===== src/rtl/ram_port_arbiter_if.sv =====
// Bus bundle for ram_port_arbiter: SPI slave side, host side, RAM side and
// status flags. The arbiter connects through the slave modport; the
// environment driving requesters and the RAM model uses the master modport.
interface ram_port_arbiter_if;
  logic [9:0] spi_rx_data;
  logic       spi_rx_valid;
  logic       spi_ss_n;
  logic [7:0] spi_tx_data;
  logic       spi_tx_valid;
  logic       host_req;
  logic [9:0] host_cmd;
  logic       host_gnt;
  logic [7:0] host_rdata;
  logic       host_rvalid;
  logic [9:0] ram_din;
  logic       ram_rx_valid;
  logic [7:0] ram_dout;
  logic       ram_tx_valid;
  logic       owner;
  logic       ovf_err;
  logic       tmo_err;

  modport slave (
    input  spi_rx_data, spi_rx_valid, spi_ss_n,
    input  host_req, host_cmd,
    input  ram_dout, ram_tx_valid,
    output spi_tx_data, spi_tx_valid,
    output host_gnt, host_rdata, host_rvalid,
    output ram_din, ram_rx_valid,
    output owner, ovf_err, tmo_err
  );

  modport master (
    output spi_rx_data, spi_rx_valid, spi_ss_n,
    output host_req, host_cmd,
    output ram_dout, ram_tx_valid,
    input  spi_tx_data, spi_tx_valid,
    input  host_gnt, host_rdata, host_rvalid,
    input  ram_din, ram_rx_valid,
    input  owner, ovf_err, tmo_err
  );
endinterface


===== src/rtl/ram_port_arbiter.sv =====
// Two-requester arbiter (SPI slave and host) in front of a single-port RAM.
// SPI commands land in a one-entry buffer because the SPI strobe cannot be
// stalled; the host holds its request until granted. Address commands lock
// the RAM to their requester until the matching data command, and read-data
// commands wait for the RAM reply (bounded by RD_TIMEOUT) before returning
// the byte to whoever issued the read.
module ram_port_arbiter #(
  parameter int unsigned RD_TIMEOUT = 15
) (
  input  logic                clk,
  input  logic                rst_n,
  ram_port_arbiter_if.slave   bus
);

  localparam int unsigned CNT_W = (RD_TIMEOUT > 1) ? $clog2(RD_TIMEOUT) : 1;
  localparam logic [CNT_W-1:0] CNT_LAST = CNT_W'(RD_TIMEOUT - 1);

  typedef enum logic [1:0] {
    ARB_IDLE  = 2'd0,
    LOCK_SPI  = 2'd1,
    LOCK_HOST = 2'd2,
    WAIT_RD   = 2'd3
  } arb_state_t;

  // Command code [9:8] decides where the arbiter goes after issuing it.
  function automatic arb_state_t cmd_next_state(input logic [1:0] code,
                                                input logic       from_host);
    arb_state_t nxt;
    case (code)
      2'b00, 2'b10: nxt = from_host ? LOCK_HOST : LOCK_SPI;
      2'b01:        nxt = ARB_IDLE;
      2'b11:        nxt = WAIT_RD;
      default:      nxt = ARB_IDLE;
    endcase
    return nxt;
  endfunction

  arb_state_t       state_r;
  arb_state_t       state_nxt_s;
  logic [CNT_W-1:0] cnt_r;
  logic [CNT_W-1:0] cnt_nxt_s;
  logic             spi_pend_r;
  logic [9:0]       spi_buf_r;
  logic             last_owner_r;   // 1 = host issued last; reset favours SPI
  logic             owner_r;
  logic [9:0]       ram_din_r;
  logic             ram_rx_valid_r;
  logic [7:0]       spi_tx_data_r;
  logic             spi_tx_valid_r;
  logic [7:0]       host_rdata_r;
  logic             host_rvalid_r;
  logic             ovf_err_r;
  logic             tmo_err_r;

  logic             issue_spi_s;
  logic             issue_host_s;
  logic [9:0]       issue_cmd_s;
  logic             abort_s;
  logic             rd_done_s;
  logic             rd_tmo_s;
  logic             ovf_s;

  // Arbitration, lock handling, read wait and next-state selection.
  always_comb begin
    state_nxt_s  = state_r;
    cnt_nxt_s    = {CNT_W{1'b0}};
    issue_spi_s  = 1'b0;
    issue_host_s = 1'b0;
    abort_s      = 1'b0;
    rd_done_s    = 1'b0;
    rd_tmo_s     = 1'b0;
    case (state_r)
      ARB_IDLE: begin
        if (spi_pend_r && bus.host_req) begin
          if (last_owner_r) begin
            issue_spi_s = 1'b1;
          end else begin
            issue_host_s = 1'b1;
          end
        end else if (spi_pend_r) begin
          issue_spi_s = 1'b1;
        end else if (bus.host_req) begin
          issue_host_s = 1'b1;
        end else begin
          issue_spi_s = 1'b0;
        end
      end
      LOCK_SPI: begin
        if (bus.spi_ss_n) begin
          abort_s = 1'b1;
        end else if (spi_pend_r) begin
          issue_spi_s = 1'b1;
        end else begin
          issue_spi_s = 1'b0;
        end
      end
      LOCK_HOST: begin
        if (bus.host_req) begin
          issue_host_s = 1'b1;
        end else begin
          issue_host_s = 1'b0;
        end
      end
      WAIT_RD: begin
        // An SPI frame abort wins over a same-cycle RAM reply so the reply is discarded.
        if (bus.spi_ss_n && !owner_r) begin
          abort_s = 1'b1;
        end else if (bus.ram_tx_valid) begin
          rd_done_s = 1'b1;
        end else if (cnt_r == CNT_LAST) begin
          rd_tmo_s = 1'b1;
        end else begin
          cnt_nxt_s = cnt_r + CNT_W'(1'b1);
        end
      end
      default: begin
        abort_s = 1'b0;
      end
    endcase

    issue_cmd_s = issue_host_s ? bus.host_cmd : spi_buf_r;

    if (issue_spi_s || issue_host_s) begin
      state_nxt_s = cmd_next_state(issue_cmd_s[9:8], issue_host_s);
    end else if (abort_s || rd_done_s || rd_tmo_s) begin
      state_nxt_s = ARB_IDLE;
    end else begin
      state_nxt_s = state_r;
    end
  end

  // A new SPI command is lost only if the buffer is occupied and not drained this cycle.
  assign ovf_s = bus.spi_rx_valid && spi_pend_r && !issue_spi_s && !abort_s;

  // FSM state and read-wait counter.
  always_ff @(posedge clk or negedge rst_n) begin
    if (!rst_n) begin
      state_r <= ARB_IDLE;
      cnt_r   <= {CNT_W{1'b0}};
    end else begin
      state_r <= state_nxt_s;
      cnt_r   <= cnt_nxt_s;
    end
  end

  // One-entry SPI command buffer; capture and drain in one cycle keeps it full.
  always_ff @(posedge clk or negedge rst_n) begin
    if (!rst_n) begin
      spi_pend_r <= 1'b0;
      spi_buf_r  <= 10'h000;
    end else begin
      if (abort_s) begin
        spi_pend_r <= 1'b0;
      end else if (bus.spi_rx_valid && (!spi_pend_r || issue_spi_s)) begin
        spi_pend_r <= 1'b1;
        spi_buf_r  <= bus.spi_rx_data;
      end else if (issue_spi_s) begin
        spi_pend_r <= 1'b0;
      end else begin
        spi_pend_r <= spi_pend_r;
      end
    end
  end

  // Registered RAM command port and ownership tracking.
  always_ff @(posedge clk or negedge rst_n) begin
    if (!rst_n) begin
      ram_din_r      <= 10'h000;
      ram_rx_valid_r <= 1'b0;
      owner_r        <= 1'b0;
      last_owner_r   <= 1'b1;
    end else begin
      if (issue_spi_s || issue_host_s) begin
        ram_din_r      <= issue_cmd_s;
        ram_rx_valid_r <= 1'b1;
        owner_r        <= issue_host_s;
        last_owner_r   <= issue_host_s;
      end else begin
        ram_rx_valid_r <= 1'b0;
      end
    end
  end

  // Route RAM read data back to the requester that issued the read.
  always_ff @(posedge clk or negedge rst_n) begin
    if (!rst_n) begin
      spi_tx_data_r  <= 8'h00;
      spi_tx_valid_r <= 1'b0;
      host_rdata_r   <= 8'h00;
      host_rvalid_r  <= 1'b0;
    end else begin
      spi_tx_valid_r <= 1'b0;
      host_rvalid_r  <= 1'b0;
      if (rd_done_s) begin
        if (owner_r) begin
          host_rdata_r  <= bus.ram_dout;
          host_rvalid_r <= 1'b1;
        end else begin
          spi_tx_data_r  <= bus.ram_dout;
          spi_tx_valid_r <= 1'b1;
        end
      end else begin
        spi_tx_valid_r <= 1'b0;
      end
    end
  end

  // Sticky error flags, cleared only by reset.
  always_ff @(posedge clk or negedge rst_n) begin
    if (!rst_n) begin
      ovf_err_r <= 1'b0;
      tmo_err_r <= 1'b0;
    end else begin
      ovf_err_r <= ovf_err_r | ovf_s;
      tmo_err_r <= tmo_err_r | rd_tmo_s;
    end
  end

  assign bus.host_gnt     = issue_host_s;
  assign bus.ram_din      = ram_din_r;
  assign bus.ram_rx_valid = ram_rx_valid_r;
  assign bus.spi_tx_data  = spi_tx_data_r;
  assign bus.spi_tx_valid = spi_tx_valid_r;
  assign bus.host_rdata   = host_rdata_r;
  assign bus.host_rvalid  = host_rvalid_r;
  assign bus.owner        = owner_r;
  assign bus.ovf_err      = ovf_err_r;
  assign bus.tmo_err      = tmo_err_r;

endmodule


===== src/flat_wrapper.sv =====
// flat-port wrapper written by rule: the top's interface ports become plain ports
module ram_port_arbiter_flat 
#(
  parameter int unsigned RD_TIMEOUT = 15
)
  (clk, rst_n, bus_spi_rx_data, bus_spi_rx_valid, bus_spi_ss_n, bus_host_req, bus_host_cmd, bus_ram_dout, bus_ram_tx_valid, bus_spi_tx_data, bus_spi_tx_valid, bus_host_gnt, bus_host_rdata, bus_host_rvalid, bus_ram_din, bus_ram_rx_valid, bus_owner, bus_ovf_err, bus_tmo_err);
  ram_port_arbiter_if bus_i ();
  input  logic clk;
  input  logic rst_n;
  input wire logic [$bits(bus_i.spi_rx_data)-1:0] bus_spi_rx_data;
  input wire logic [$bits(bus_i.spi_rx_valid)-1:0] bus_spi_rx_valid;
  input wire logic [$bits(bus_i.spi_ss_n)-1:0] bus_spi_ss_n;
  input wire logic [$bits(bus_i.host_req)-1:0] bus_host_req;
  input wire logic [$bits(bus_i.host_cmd)-1:0] bus_host_cmd;
  input wire logic [$bits(bus_i.ram_dout)-1:0] bus_ram_dout;
  input wire logic [$bits(bus_i.ram_tx_valid)-1:0] bus_ram_tx_valid;
  output wire logic [$bits(bus_i.spi_tx_data)-1:0] bus_spi_tx_data;
  output wire logic [$bits(bus_i.spi_tx_valid)-1:0] bus_spi_tx_valid;
  output wire logic [$bits(bus_i.host_gnt)-1:0] bus_host_gnt;
  output wire logic [$bits(bus_i.host_rdata)-1:0] bus_host_rdata;
  output wire logic [$bits(bus_i.host_rvalid)-1:0] bus_host_rvalid;
  output wire logic [$bits(bus_i.ram_din)-1:0] bus_ram_din;
  output wire logic [$bits(bus_i.ram_rx_valid)-1:0] bus_ram_rx_valid;
  output wire logic [$bits(bus_i.owner)-1:0] bus_owner;
  output wire logic [$bits(bus_i.ovf_err)-1:0] bus_ovf_err;
  output wire logic [$bits(bus_i.tmo_err)-1:0] bus_tmo_err;
  assign bus_i.spi_rx_data = bus_spi_rx_data;
  assign bus_i.spi_rx_valid = bus_spi_rx_valid;
  assign bus_i.spi_ss_n = bus_spi_ss_n;
  assign bus_i.host_req = bus_host_req;
  assign bus_i.host_cmd = bus_host_cmd;
  assign bus_i.ram_dout = bus_ram_dout;
  assign bus_i.ram_tx_valid = bus_ram_tx_valid;
  assign bus_spi_tx_data = bus_i.spi_tx_data;
  assign bus_spi_tx_valid = bus_i.spi_tx_valid;
  assign bus_host_gnt = bus_i.host_gnt;
  assign bus_host_rdata = bus_i.host_rdata;
  assign bus_host_rvalid = bus_i.host_rvalid;
  assign bus_ram_din = bus_i.ram_din;
  assign bus_ram_rx_valid = bus_i.ram_rx_valid;
  assign bus_owner = bus_i.owner;
  assign bus_ovf_err = bus_i.ovf_err;
  assign bus_tmo_err = bus_i.tmo_err;
  ram_port_arbiter #(.RD_TIMEOUT(RD_TIMEOUT)) u_core (.clk(clk), .rst_n(rst_n), .bus(bus_i));
endmodule

===== config.mk =====
export PLATFORM = sky130hd
export DESIGN_NAME = ram_port_arbiter_flat
export DESIGN_NICKNAME = d
export VERILOG_FILES = /design/src/rtl/ram_port_arbiter_if.sv /design/src/rtl/ram_port_arbiter.sv /design/src/flat_wrapper.sv
export SDC_FILE = /design/constraint.sdc
export NUM_CORES = 1
export LEC_CHECK = 0
export BUFFER_PORTS_ARGS = -buffer_cell sky130_fd_sc_hd__clkbuf_2
export CORE_ASPECT_RATIO = 0.7
export CORE_MARGIN = 1
export CORE_UTILIZATION = 35
export DETAILED_ROUTE_END_ITERATION = 10
export MAX_ROUTING_LAYER = met4
export SYNTH_ARGS = -nofsm -noshare
export SYNTH_HDL_FRONTEND = slang
export SYNTH_SLANG_ARGS = --single-unit

===== constraint.sdc =====
create_clock -name clk -period 3.4 [get_ports clk]
set_input_delay 0.17 -clock clk [delete_from_list [all_inputs] [get_ports clk]]
set_output_delay 0.17 -clock clk [all_outputs]
set_load 0.01 [all_outputs]

* After elaboration in Yosys (flattened, before gate mapping) *
Index checks and enable logic that the tools add are counted.

operators by class
  add/subtract/negate cells = 1
  eq/ne operators = 7
  muxes and demuxes = 37
  bitwise gates (word level) = 4
  reduce and logical (&&, ||, !) cells = 22

operators with widths
  cell                   number
  $mux W1                25
  $mux W4                4
  $mux W10               1
  $eq A2 B2 Y1 const B   4
  $logic_and A1 B1 Y1    6
  $mux W2                3
  $pmux W1 S2            3
  $pmux W2 S3            1
  $reduce_and A2 Y1      3
  $add A4 B1 Y4 const B  1
  $eq A2 B1 Y1 const B   2
  $eq A4 B4 Y1 const B   1
  $logic_not A1 Y1       4
  $logic_not A2 Y1       2
  $logic_or A1 B1 Y1     4
  $reduce_bool A3 Y1     1
  $not A1 Y1             2
  $or A1 B1 Y1           2
  $reduce_bool A2 Y1     1
  $reduce_or A2 Y1       1

storage, ports and cells
  flip-flop bits (word level) = 50
  input bits = 34
  output and inout port bits = 33
  word-level logic and storage cells = 85

* Logic depth before layout (Yosys ltp) *
  word-level depth = 9
  mapped depth = 6
  gate-level depth less buffers = 5

* Least setup slack after synthesis *
Ideal clock, no wire load.

  path type = reg-to-reg
  from = register u_core.state_r[0]
  to = register u_core.spi_buf_r[0]
  arrival time = 1.513 ns
  required time = 3.275 ns
  setup slack = 1.761 ns
  cell stages (with the launch flop) = 7
  buffers on the path = 2
  clock period less this slack = 1.639 ns
  cell sequence = dfrtp_1 -> buf_6 -> and2_4 -> or3_1 -> o32a_1 -> buf_6 -> mux2_4

on the way
  word-level cells in the longest chain between the ends = 5

ends and longest elaborated chain
  element                                           line                     text
  start: declaration                                ram_port_arbiter.sv:38   arb_state_t state_r;
  start signal: assignment                          ram_port_arbiter.sv:141  state_r <= state_nxt_s;
  $eq A2 B1 Y1 or $logic_not A2 Y1 (tied branches)  ram_port_arbiter.sv:72   case (state_r)
  $pmux W1 S2                                       ram_port_arbiter.sv:72
  $logic_or A1 B1 Y1                                ram_port_arbiter.sv:154  end else if (bus.spi_rx_valid && (!spi_pend_r || issue_spi_s)) begin
  $logic_and A1 B1 Y1                               ram_port_arbiter.sv:154
  $reduce_and A2 Y1 (no line) (*)                   n/a
  end signal: assignment                            ram_port_arbiter.sv:156  spi_buf_r <= bus.spi_rx_data;
  end: declaration                                  ram_port_arbiter.sv:43   logic [9:0] spi_buf_r;

Every way passes the cells marked *; elsewhere a longest branch is shown, timed or not.
A chain may end at the register's enable or synchronous reset.

* Final worst setup path *
  from = register u_core.state_r[1]
  to = output bus_host_gnt

on the way
  word-level cells in the longest chain between the ends = 2

ends and longest elaborated chain
  element                                           line                    text
  $eq A2 B2 Y1 or $logic_not A2 Y1 (tied branches)  ram_port_arbiter.sv:72
  $pmux W1 S2 (*)                                   ram_port_arbiter.sv:72
  end: declaration                                  flat_wrapper.sv:19      output wire logic [$bits(bus_i.host_gnt)-1:0] bus_host_gnt;

Marks and branches as above.

==> results.sh <==
export IMPL_status="complete, but fails checks"
export IMPL_path_cells="and2b_1, a21boi_1, buf_4, clkbuf_2"
export IMPL_start_util_pct=36.5
export IMPL_p_total_mw=2.37
export IMPL_power_switching_mw=0.786
export IMPL_antenna_cells=0
export IMPL_synth_largest_area_cell="dfrtp_1"
export IMPL_max_cap_violations=0
export IMPL_via_per_inst=4.61
export IMPL_stdcell_area_um2=2650
export IMPL_wl_per_cell_um=13.1
export IMPL_pwr_share_clk_pct=21.3
export IMPL_p_int_mw=1.59
export IMPL_fmax_ghz=0.499
export IMPL_cpPeakStageDelay_ns=0.45
export IMPL_num_rows=23
export IMPL_slew_headroom_pct=46.8
export IMPL_first_iter_violations=74
export IMPL_comb_power_share_pct=36.0
export IMPL_required_ns=3.23
export IMPL_critPathCaptureType="primary output"
export IMPL_cp_max_fo=10
export IMPL_port_buffers=66
export IMPL_post_synth_cell_area_avg_um2=11.7
export IMPL_hold_class="input port to flip-flop"
export IMPL_place_area_um2=2500
export IMPL_cts_root_buf="clkbuf_8"
export IMPL_tns_ns=0
export IMPL_fin_crit_ns=2.00
export IMPL_yosys_area_top_type_share_pct=58.7
export IMPL_netlist_area_um2=2090
export IMPL_ant_nets=0
export IMPL_cts_made_buffers=5
export IMPL_rsz0062_at_grt="no"
export IMPL_slowest_stage="dfrtp_1"
export IMPL_dieArea_um2=6280
export IMPL_stdcell_count=327
export IMPL_synthTopCellsByArea="dfrtp_1 59%, nand2_1 8.1%, mux2_4 7.2%, mux2_2 4.3%, a22oi_1 3.6%"
export IMPL_setup_ws_ns=1.40
export IMPL_syn_to_final_growth_pct=26.9
export IMPL_final_util_pct=46.3
export IMPL_synth_edff_count=0
export IMPL_die_w_um=94.3
export IMPL_path_class="flip-flop to primary output"
export IMPL_path_clk_slew_ns=0.09
export IMPL_antenna_found_initial=0
export IMPL_grt_overflow=0
export IMPL_hold_viol=0
export IMPL_swShare_pct=33.1
export IMPL_netlist_instances=179
export IMPL_syn_nets=215
export IMPL_grt_pass1_wl_mm=6.82
export IMPL_fillCellCount=542
export IMPL_final_setup_skew_ns=0.00760
export IMPL_htreeDepth=2
export IMPL_grt_pass1_vias=1448
export IMPL_power_frac_seq_pct=42.7
export IMPL_wl_mm=4.28
export IMPL_p_leak_nw=1.40
export IMPL_grt_util_all_layers_pct=14.9
export IMPL_routed_via_count=1507
export IMPL_post_cts_resized=0
export IMPL_ir_drop_v=0.000429
export IMPL_cp_data_arrival_time_ns=1.83
export IMPL_die_y_um=66.6
export IMPL_dp_cells=318
export IMPL_drive_gt1_share_pct=38.5
export IMPL_finalSetupViolCount=0
export IMPL_fin_nets=287
export IMPL_ys_ff_latch=50
export IMPL_violations="design-rule violations"
export IMPL_core_um2=5730
export IMPL_dp_slack_ns=1.49
export IMPL_dp_hpwl_mm=3.22
export IMPL_tightest_slew_ns=0.798
export IMPL_place_gp_congestion=0.828
export IMPL_power_density_nw_per_um2=895
export IMPL_hold_ws_ns=0.0623
export IMPL_synth_seq_area_share_pct=60.0
export IMPL_clk_latency_ns=0.30
export IMPL_slew_viol_final=0
export IMPL_timing_final_crit_share_pct=58.9
export IMPL_boundaryPins=67
export IMPL_grt_start_max_net_pins=27
export IMPL_cts_tree="done"
export IMPL_drt_pass1_iter_count=7
export IMPL_yosysWarnings=0
export IMPL_critPathLaunchType="flip-flop"
export IMPL_ys_types=33
export IMPL_async_flop_share_pct=100
export IMPL_cts_sinks=50
export IMPL_yosys_most_used_dff="dfrtp_1"
export IMPL_clock_path_buffers=2
export IMPL_drc=2
-- sequential cells by signal (all words and copies together), names as in the netlist --
register	cells
u_core.bus.ram_din	10
u_core.state_r	2
u_core.bus.spi_tx_data	8
u_core.bus.tmo_err	1
u_core.cnt_r	4
u_core.bus.host_rdata	8
u_core.bus.ram_rx_valid	1
u_core.bus.owner	1
u_core.bus.ovf_err	1
u_core.bus.spi_tx_valid	1
u_core.spi_buf_r	10
u_core.spi_pend_r	1
u_core.bus.host_rvalid	1
u_core.last_owner_r	1
-- layout by cell type (no fill, tap or decap), types with 2 or more instances in the layout --
master     Yosys  routed
nand2b_1       3       3
a21oi_1        5       5
nor2_1         7       7
mux2_4        10      10
a21o_1         2       2
buf_4          0       3
mux2_2         8       8
a22oi_1       10      10
nand2_1       45      45
clkbuf_8       0       6
ha_1           2       2
dfrtp_1       49      49
o21ai_0        2       2
nand3_1        5       5
nor2b_1        2       2
nor3b_1        3       3
clkbuf_2       0      66
bufinv_16      0       2
inv_1          5       5
-- kinds of logic after synthesis --
family	count (synthesis)	share of synthesized area, %
AOI/OAI and AO/OA	22	7.31
xor gates and xnor gates	2	0.839
adders and majority gates	2	1.20
buffers and inverters	11	2.88
DFF	50	60.0
muxes	18	11.5
and+or+nand+nor	74	16.3
-- critical path: cells and delay by family (launching register included) --
kind            cells  cell delay, ns
flops               1            0.45
buf+inv             2            0.42
compound gates      1            0.41
simple gates        1            0.26
-- timing repair --
item | 4_1_cts | 5_1_grt
buffers inserted | 0 | 0
hold buffers | 1 | 0
endpoints found under the hold margin | 25 | 0
-- path summary, 6_finish.rpt --
kind / start / end / slack, ns / depth (start not counted)
max reg2reg: u_core.state_r[0]$_DFFE_PN0P_ / u_core.spi_buf_r[6]$_DFFE_PN0P_ / 1.49 / 3
max in group asynchronous: rst_n / u_core.last_owner_r$_DFFE_PN1P_ / 2.16 / 3
min reg2reg: u_core.bus.tmo_err$_DFF_PN0_ / u_core.bus.tmo_err$_DFF_PN0_ / 0.47 / 1
min in group asynchronous: rst_n / u_core.bus.spi_tx_data[6]$_DFFE_PN0P_ / 0.41 / 2
max: u_core.state_r[1]$_DFFE_PN0P_ / bus_host_gnt / 1.40 / 4
min: bus_host_cmd[6] / u_core.bus.ram_din[6]$_DFFE_PN0P_ / 0.06 / 3
-- cell usage after synthesis (2+ instances only) --
master and n:
a21oi_1 5, a21o_1 2, nand2b_1 3, nand2_1 45, mux2_4 10, a22oi_1 10
nor3b_1 3, nor2b_1 2, buf_2 3, nand3_1 5, ha_1 2, dfrtp_1 49
buf_6 2, o21ai_0 2, mux2_2 8, inv_1 5, nor2_1 7
-- per-layer routing --
metal,part of all wire (%),vias up,track usage [%],wire length [um]
met3,6.8,2,4.91,289
met5,0,-,-,0
li1,-,748,-,-
met2,41,52,21.9,1750
met1,52,705,20.0,2230
met4,0.093,0,3.46,4
-- power groups by stage --
stage / logic (mW) / clock network [mW] / registers (mW)
CTS: 0.870 / 0.518 / 1.01
global route: 0.960 / 0.539 / 1.05
detailed placement: 0.871 / 0 / 1.02
finish: 0.855 / 0.504 / 1.01
floorplan: 0.522 / 0 / 1.06
global placement: 0.853 / 0 / 1.02
-- final cells by class --
class	count	area, um2	share of cell area, %
clock buffer	6	82.6	3.12
clock inverter	2	60.1	2.27
inverter	6	22.5	0.850
multi-input combinational	118	776	29.3
sequential	50	1250	47.3
tap	75	93.8	3.54
timing repair buffer	70	363	13.7
No activity file was read; power rests on OpenSTA's default activity.
